**src/rtl/move_capture.sv**
```systemverilog
// Confirm-button capture for the tic-tac-toe datapath: synchronise and debounce the
// button, then judge the selected cell against board occupancy with a one-cycle verdict.
module move_capture #(
    parameter int unsigned DEBOUNCE_CYCLES = 500000
) (
    input  logic       clk,
    input  logic       rst,
    input  logic [3:0] pos,
    input  logic [8:0] occupied,
    input  logic       enable,
    input  logic       btn_confirm,
    output logic       move_valid,
    output logic       move_reject,
    output logic [3:0] move_pos,
    output logic       busy
);

    localparam int unsigned CNT_W = $clog2(DEBOUNCE_CYCLES + 1);
    localparam logic [CNT_W-1:0] CNT_LAST = CNT_W'(DEBOUNCE_CYCLES - 1);

    typedef enum logic [2:0] {
        IDLE     = 3'd0,
        CHECK    = 3'd1,
        ACCEPT   = 3'd2,
        REJECT   = 3'd3,
        WAIT_REL = 3'd4
    } state_t;

    state_t           state;
    state_t           state_n;
    logic             sync1;
    logic             btn_s;
    logic             btn_db;
    logic             btn_db_q;
    logic [CNT_W-1:0] cnt;
    logic [3:0]       pos_q;
    logic             press_evt_c;
    logic             capture_c;
    logic             legal_c;
    logic [15:0]      occ_ext_c;

    // Two-flop synchroniser for the asynchronous button
    always_ff @(posedge clk or posedge rst) begin
        if (rst) begin
            sync1 <= 1'b0;
            btn_s <= 1'b0;
        end else begin
            sync1 <= btn_confirm;
            btn_s <= sync1;
        end
    end

    // Debouncer: btn_db flips only after DEBOUNCE_CYCLES consecutive differing cycles
    always_ff @(posedge clk or posedge rst) begin
        if (rst) begin
            cnt      <= '0;
            btn_db   <= 1'b0;
            btn_db_q <= 1'b0;
        end else begin
            btn_db_q <= btn_db;
            if (btn_s == btn_db) begin
                cnt <= '0;
            end else if (cnt == CNT_LAST) begin
                btn_db <= ~btn_db;
                cnt    <= '0;
            end else begin
                cnt <= cnt + CNT_W'(1);
            end
        end
    end

    assign press_evt_c = btn_db & ~btn_db_q;

    // Cells 9..15 are padded as taken; the range test short-circuits before that matters
    assign occ_ext_c = {7'h7f, occupied};
    assign legal_c   = (pos_q <= 4'd8) && !occ_ext_c[pos_q];

    always_comb begin
        state_n   = state;
        capture_c = 1'b0;
        case (state)
            IDLE: begin
                if (press_evt_c && enable) begin
                    state_n   = CHECK;
                    capture_c = 1'b1;
                end
            end
            CHECK:    state_n = legal_c ? ACCEPT : REJECT;
            ACCEPT:   state_n = WAIT_REL;
            REJECT:   state_n = WAIT_REL;
            WAIT_REL: state_n = btn_db ? WAIT_REL : IDLE;
            default:  state_n = IDLE;
        endcase
    end

    // State and registered Moore outputs, decoded from the next state
    always_ff @(posedge clk or posedge rst) begin
        if (rst) begin
            state       <= IDLE;
            pos_q       <= 4'd0;
            move_pos    <= 4'd0;
            move_valid  <= 1'b0;
            move_reject <= 1'b0;
            busy        <= 1'b0;
        end else begin
            state       <= state_n;
            move_valid  <= (state_n == ACCEPT);
            move_reject <= (state_n == REJECT);
            busy        <= (state_n != IDLE);
            if (capture_c) begin
                pos_q <= pos;
            end
            if (state == CHECK) begin
                move_pos <= pos_q;
            end
        end
    end

endmodule

```
**config.mk**
```make
export PLATFORM = sky130hd
export DESIGN_NAME = move_capture
export DESIGN_NICKNAME = d
export VERILOG_FILES = /design/src/rtl/move_capture.sv
export SDC_FILE = /design/constraint.sdc
export NUM_CORES = 1
export LEC_CHECK = 0
export BUFFER_PORTS_ARGS = -buffer_cell sky130_fd_sc_hd__buf_2
export CAP_MARGIN = 10
export CORE_MARGIN = 3
export CORE_UTILIZATION = 60
export CTS_CLUSTER_SIZE = 14
export DETAILED_ROUTE_END_ITERATION = 6
export GPL_ROUTABILITY_DRIVEN = 0
export GPL_TIMING_DRIVEN = 0
export PLACE_DENSITY = 0.81
export SLEW_MARGIN = 20
export SYNTH_ARGS = -nofsm -noshare
export SYNTH_HDL_FRONTEND = slang
export SYNTH_SLANG_ARGS = --single-unit
```
**constraint.sdc**
```tcl
create_clock -name clk -period 2.84 [get_ports clk]
set_input_delay 0.142 -clock clk [delete_from_list [all_inputs] [get_ports clk]]
set_output_delay 0.142 -clock clk [all_outputs]
set_load 0.1 [all_outputs]
```
==> flow_summary_export.csv <==
group,metric,value,unit
synthesis,synthesis.area,0.00171,mm2
power_and_ir_drop,cell_internal_pwr,0.000758,W
cts,root_buffer,"clkbuf_4",
sta,finalHoldViolCount,0,
placement,portBuffers,23,
synthesis,synth-edff-count,0,
detailed_routing,first_pass_iters,4,
global_routing,grt_pass1_wl,5.79,mm
floorplan,start_util,66.0,%
floorplan,boundaryPins,24,
synthesis,synth_area_per_cell,11.0,um2
synthesis,yosysUniqueCellTypes,34,
synthesis,async_reset_ff_share,100,%
synthesis,synthCells,155,
placement,dp.cells,208,
worst_setup_path,slowest_stage,"dfrtp_1",
final_layout,instances_no_fill,218,
global_routing,antenna_found_initial,0,
synthesis,synthAdderAreaFrac,0.732,%
synthesis,synth_top_family_by_area,"simple AND/OR/NAND/NOR gates",
cts,postCtsSetupBuffers,0,
floorplan,fp.dieArea,0.00353,mm2
synthesis,ys_seq_area_share,54.1,%
sta,totalNegativeSetupSlack,0,ns
hold_path,min_path_type,"in2reg",
cts,ctsLongestPathBuffers,2,
final_layout,design_area,0.00197,mm2
placement,pre_cts_slack,0.864,ns
job,maxCapViolations,0,
power_and_ir_drop,p_clk_share,40.0,%
sta,period_share,70.5,%
placement,dpl-instance-area,0.00186,mm2
sta,finalSetupViolations,0,
worst_setup_path,slowest_delay,0.46,ns
placement,dpl.hpwl,2.39,mm
final_layout,nFillCells,163,
worst_setup_path,critPathKind,"reg2reg",
power_and_ir_drop,seq_power_share,56.0,%
final_layout,final_nets,205,
power_and_ir_drop,p_per_area,488,mW/mm2
detailed_routing,drc,0,
detailed_routing,routedWlPerCell,15.7,um
worst_setup_path,path_cells,"nor4b_1 -> nand4_1 -> o21bai_2 -> clkbuf_1 -> nor2_1",
synthesis,synth_ff_type,"dfrtp_1",
worst_setup_path,endpoint_kind,"flip-flop",
detailed_routing,viasPerCell,5.82,
outcome,outcome,"finished clean",
synthesis,synth_simple_gate_area_share,20.6,%
sta,rsz0062_at_grt,"false",
synthesis,synth_area_leader_cell,"dfrtp_1",
final_layout,area_delta_synth_final,15.1,%
final_layout,num_antenna_cells,0,
sta,worst_pin_slew,0.737,ns
cts,cts_tree,"built",
global_routing,grt_max_degree,38,
global_routing,grt_pass1_vias,1325,
cts,clock_sinks,37,
cts,htree_levels,2,
sta,slew_headroom,50.8,%
detailed_routing,num_vias,1268,
detailed_routing,drt-total-wl,3.42,mm
synthesis,synthXorXnorAreaFrac,7.68,%
synthesis,ys_seq_elements,37,
power_and_ir_drop,p_comb_share,4.1,%
floorplan,die_h,59.4,um
synthesis,synth.area.mux_share,9.51,%
worst_setup_path,critPathMaxFanout,10,
power_and_ir_drop,p_leak,0.903,nW
synthesis,yosysWarnings,0,
worst_setup_path,cp_data_required_time,3.05,ns
power_and_ir_drop,ir_drop,0.000576,V
worst_setup_path,critPathTopFamily,"simple AND/OR/NAND/NOR gates",
sta,maxSlewViolCount,0,
worst_setup_path,path_buf_inv,1,
global_routing,grt_use_total,22.6,%
final_layout,layout-drive-gt1-share,25.5,%
synthesis,synth_compound_area_share,3.88,%
cts,clkLatencyLatePin,0.35,ns
synthesis,synth_top_area_share,54.1,%
detailed_routing,ant_nets,0,
detailed_routing,drt_iter0_drc,81,
worst_setup_path,crit_path_start_kind,"flip-flop",
power_and_ir_drop,netSwitchingFraction,21.0,%
worst_setup_path,cp_data_arrival_time,2.22,ns
sta,max_freq,499,MHz
cts,path_clk_slew,0.10,ns
synthesis,syn_nets,173,
floorplan,dieWidth,59.4,um
global_routing,grt-ovfl-total,0,
floorplan,coreArea,0.00259,mm2
floorplan,row_count,18,
sta,fin_ws,0.837,ns
cts,cts_inserted_buffers,5,
power_and_ir_drop,switchingPower,0.000201,W
synthesis,ys_top_cells_by_area,"dfrtp_1, xnor2_1, mux2_2",
sta,min_period,2.00,ns
sta,skew,0.0115,ns
logic make-up (layout without fill, tap and decap cells):
family                     Yosys count  after routing
and+or+nand+nor                     64             64
buffers and inverters               15             48
adders and majority gates            1              1
muxes                               14             14
AOI/OAI and AO/OA                    9              9
DFF                                 37             37
xor gates and xnor gates            15             15
metrics by stage:
| step | total power, W | util [%] | hold WS [ns] |
|---|---|---|---|
| after floorplan | 0.000567 | - | 0.173 |
| after global placement | 0.000582 | 71.9 | 0.250 |
| after detailed placement | 0.000585 | 71.9 | 0.252 |
| after CTS | 0.000967 | 76.0 | 0.0117 |
| after global routing | 0.00100 | 76.0 | 0.000930 |
| final | 0.000960 | 76.0 | 0.0290 |
worst register-to-register path, delay by kind of cell, from the launching register on:
family,cells,cell delay [ns]
buffers and inverters,1,0.43
AOI/OAI and AO/OA,1,0.35
and+or+nand+nor,3,0.63
DFF,1,0.46
cell type report:
class	count	area (um2)	area share, %
repair buffers	25	135	6.87
well taps	30	37.5	1.91
multi-input cells	103	726	36.9
flip-flops and latches	37	926	47.0
inverters	12	45.0	2.29
clock inverters	1	30.0	1.53
plain buffers	3	13.8	0.699
clock buffers	7	55.1	2.80
synthesized netlist by cell type (2+ instances only):
cell type  number
a21oi_1         3
dfrtp_1        37
inv_1          12
mux2_2          8
mux2i_1         5
nand2_1         6
nand3_1         6
nand4_1         6
nand4_2         2
nor2_1         23
nor3_1          4
nor4_1          4
nor4bb_1        2
o21ai_0         2
o31ai_1         2
or4_1           2
xnor2_1        14
placed cells by master, fill, tap and decap left out, types with 2 or more instances in the layout:
cell type,n
nand3_1,6
nor4_1,4
mux2i_1,5
nand4_2,2
o21ai_0,2
clkbuf_4,5
a21oi_1,3
dlygate4sd3_1,2
nand4_1,6
buf_2,24
o31ai_1,2
xnor2_1,14
nor3_1,4
nor2_1,23
mux2_2,8
nor4bb_1,2
nand2_1,6
inv_1,11
dfrtp_1,37
clkbuf_1,2
or4_1,2
routing by layer:
layer  track usage [%]  wire (um)  part of all wire [%]  vias up
li1                  -          -                     -      595
met1              24.9       1430                    42      621
met2              38.2       1770                    52       43
met3              8.71        168                   4.9        9
met4              10.0         51                   1.5        0
met5                 0          0                     0        -
what timing repair did:
action                                 4_1_cts  5_1_grt
gates resized for setup                      0        0
hold buffers                                 2        0
endpoints found under the hold margin       38        0
flip-flops by register name, summed over array words and instances, names as in the netlist:
signal / cells
cnt: 19
move_pos: 4
pos_q: 4
state: 3
btn_db: 1
btn_db_q: 1
btn_s: 1
busy: 1
move_reject: 1
move_valid: 1
sync1: 1
power by group through the flow:
stage | sequential (W) | clock, W | combinational, W
after floorplan | 0.000546 | 0 | 0.0000211
after detailed placement | 0.000547 | 0 | 0.0000380
after global placement | 0.000546 | 0 | 0.0000357
final | 0.000537 | 0.000383 | 0.0000391
after CTS | 0.000537 | 0.000391 | 0.0000402
after global routing | 0.000538 | 0.000418 | 0.0000450
final timing paths:
path                                         from              endpoint  slack (ns)  cells after the start
worst max-delay path            cnt[10]$_DFF_PP0_      cnt[8]$_DFF_PP0_        0.84                      5
worst min-delay path                       pos[3]  pos_q[3]$_DFFE_PP0P_        0.03                      2
worst max register to register  cnt[10]$_DFF_PP0_      cnt[8]$_DFF_PP0_        0.84                      5
worst min register to register    sync1$_DFF_PP0_       btn_s$_DFF_PP0_        0.39                      0
max in group asynchronous                     rst    state[1]$_DFF_PP0_        1.89                      3
min in group asynchronous                     rst     cnt[18]$_DFF_PP0_        0.47                      3
Power figures use the tool's default switching activity.
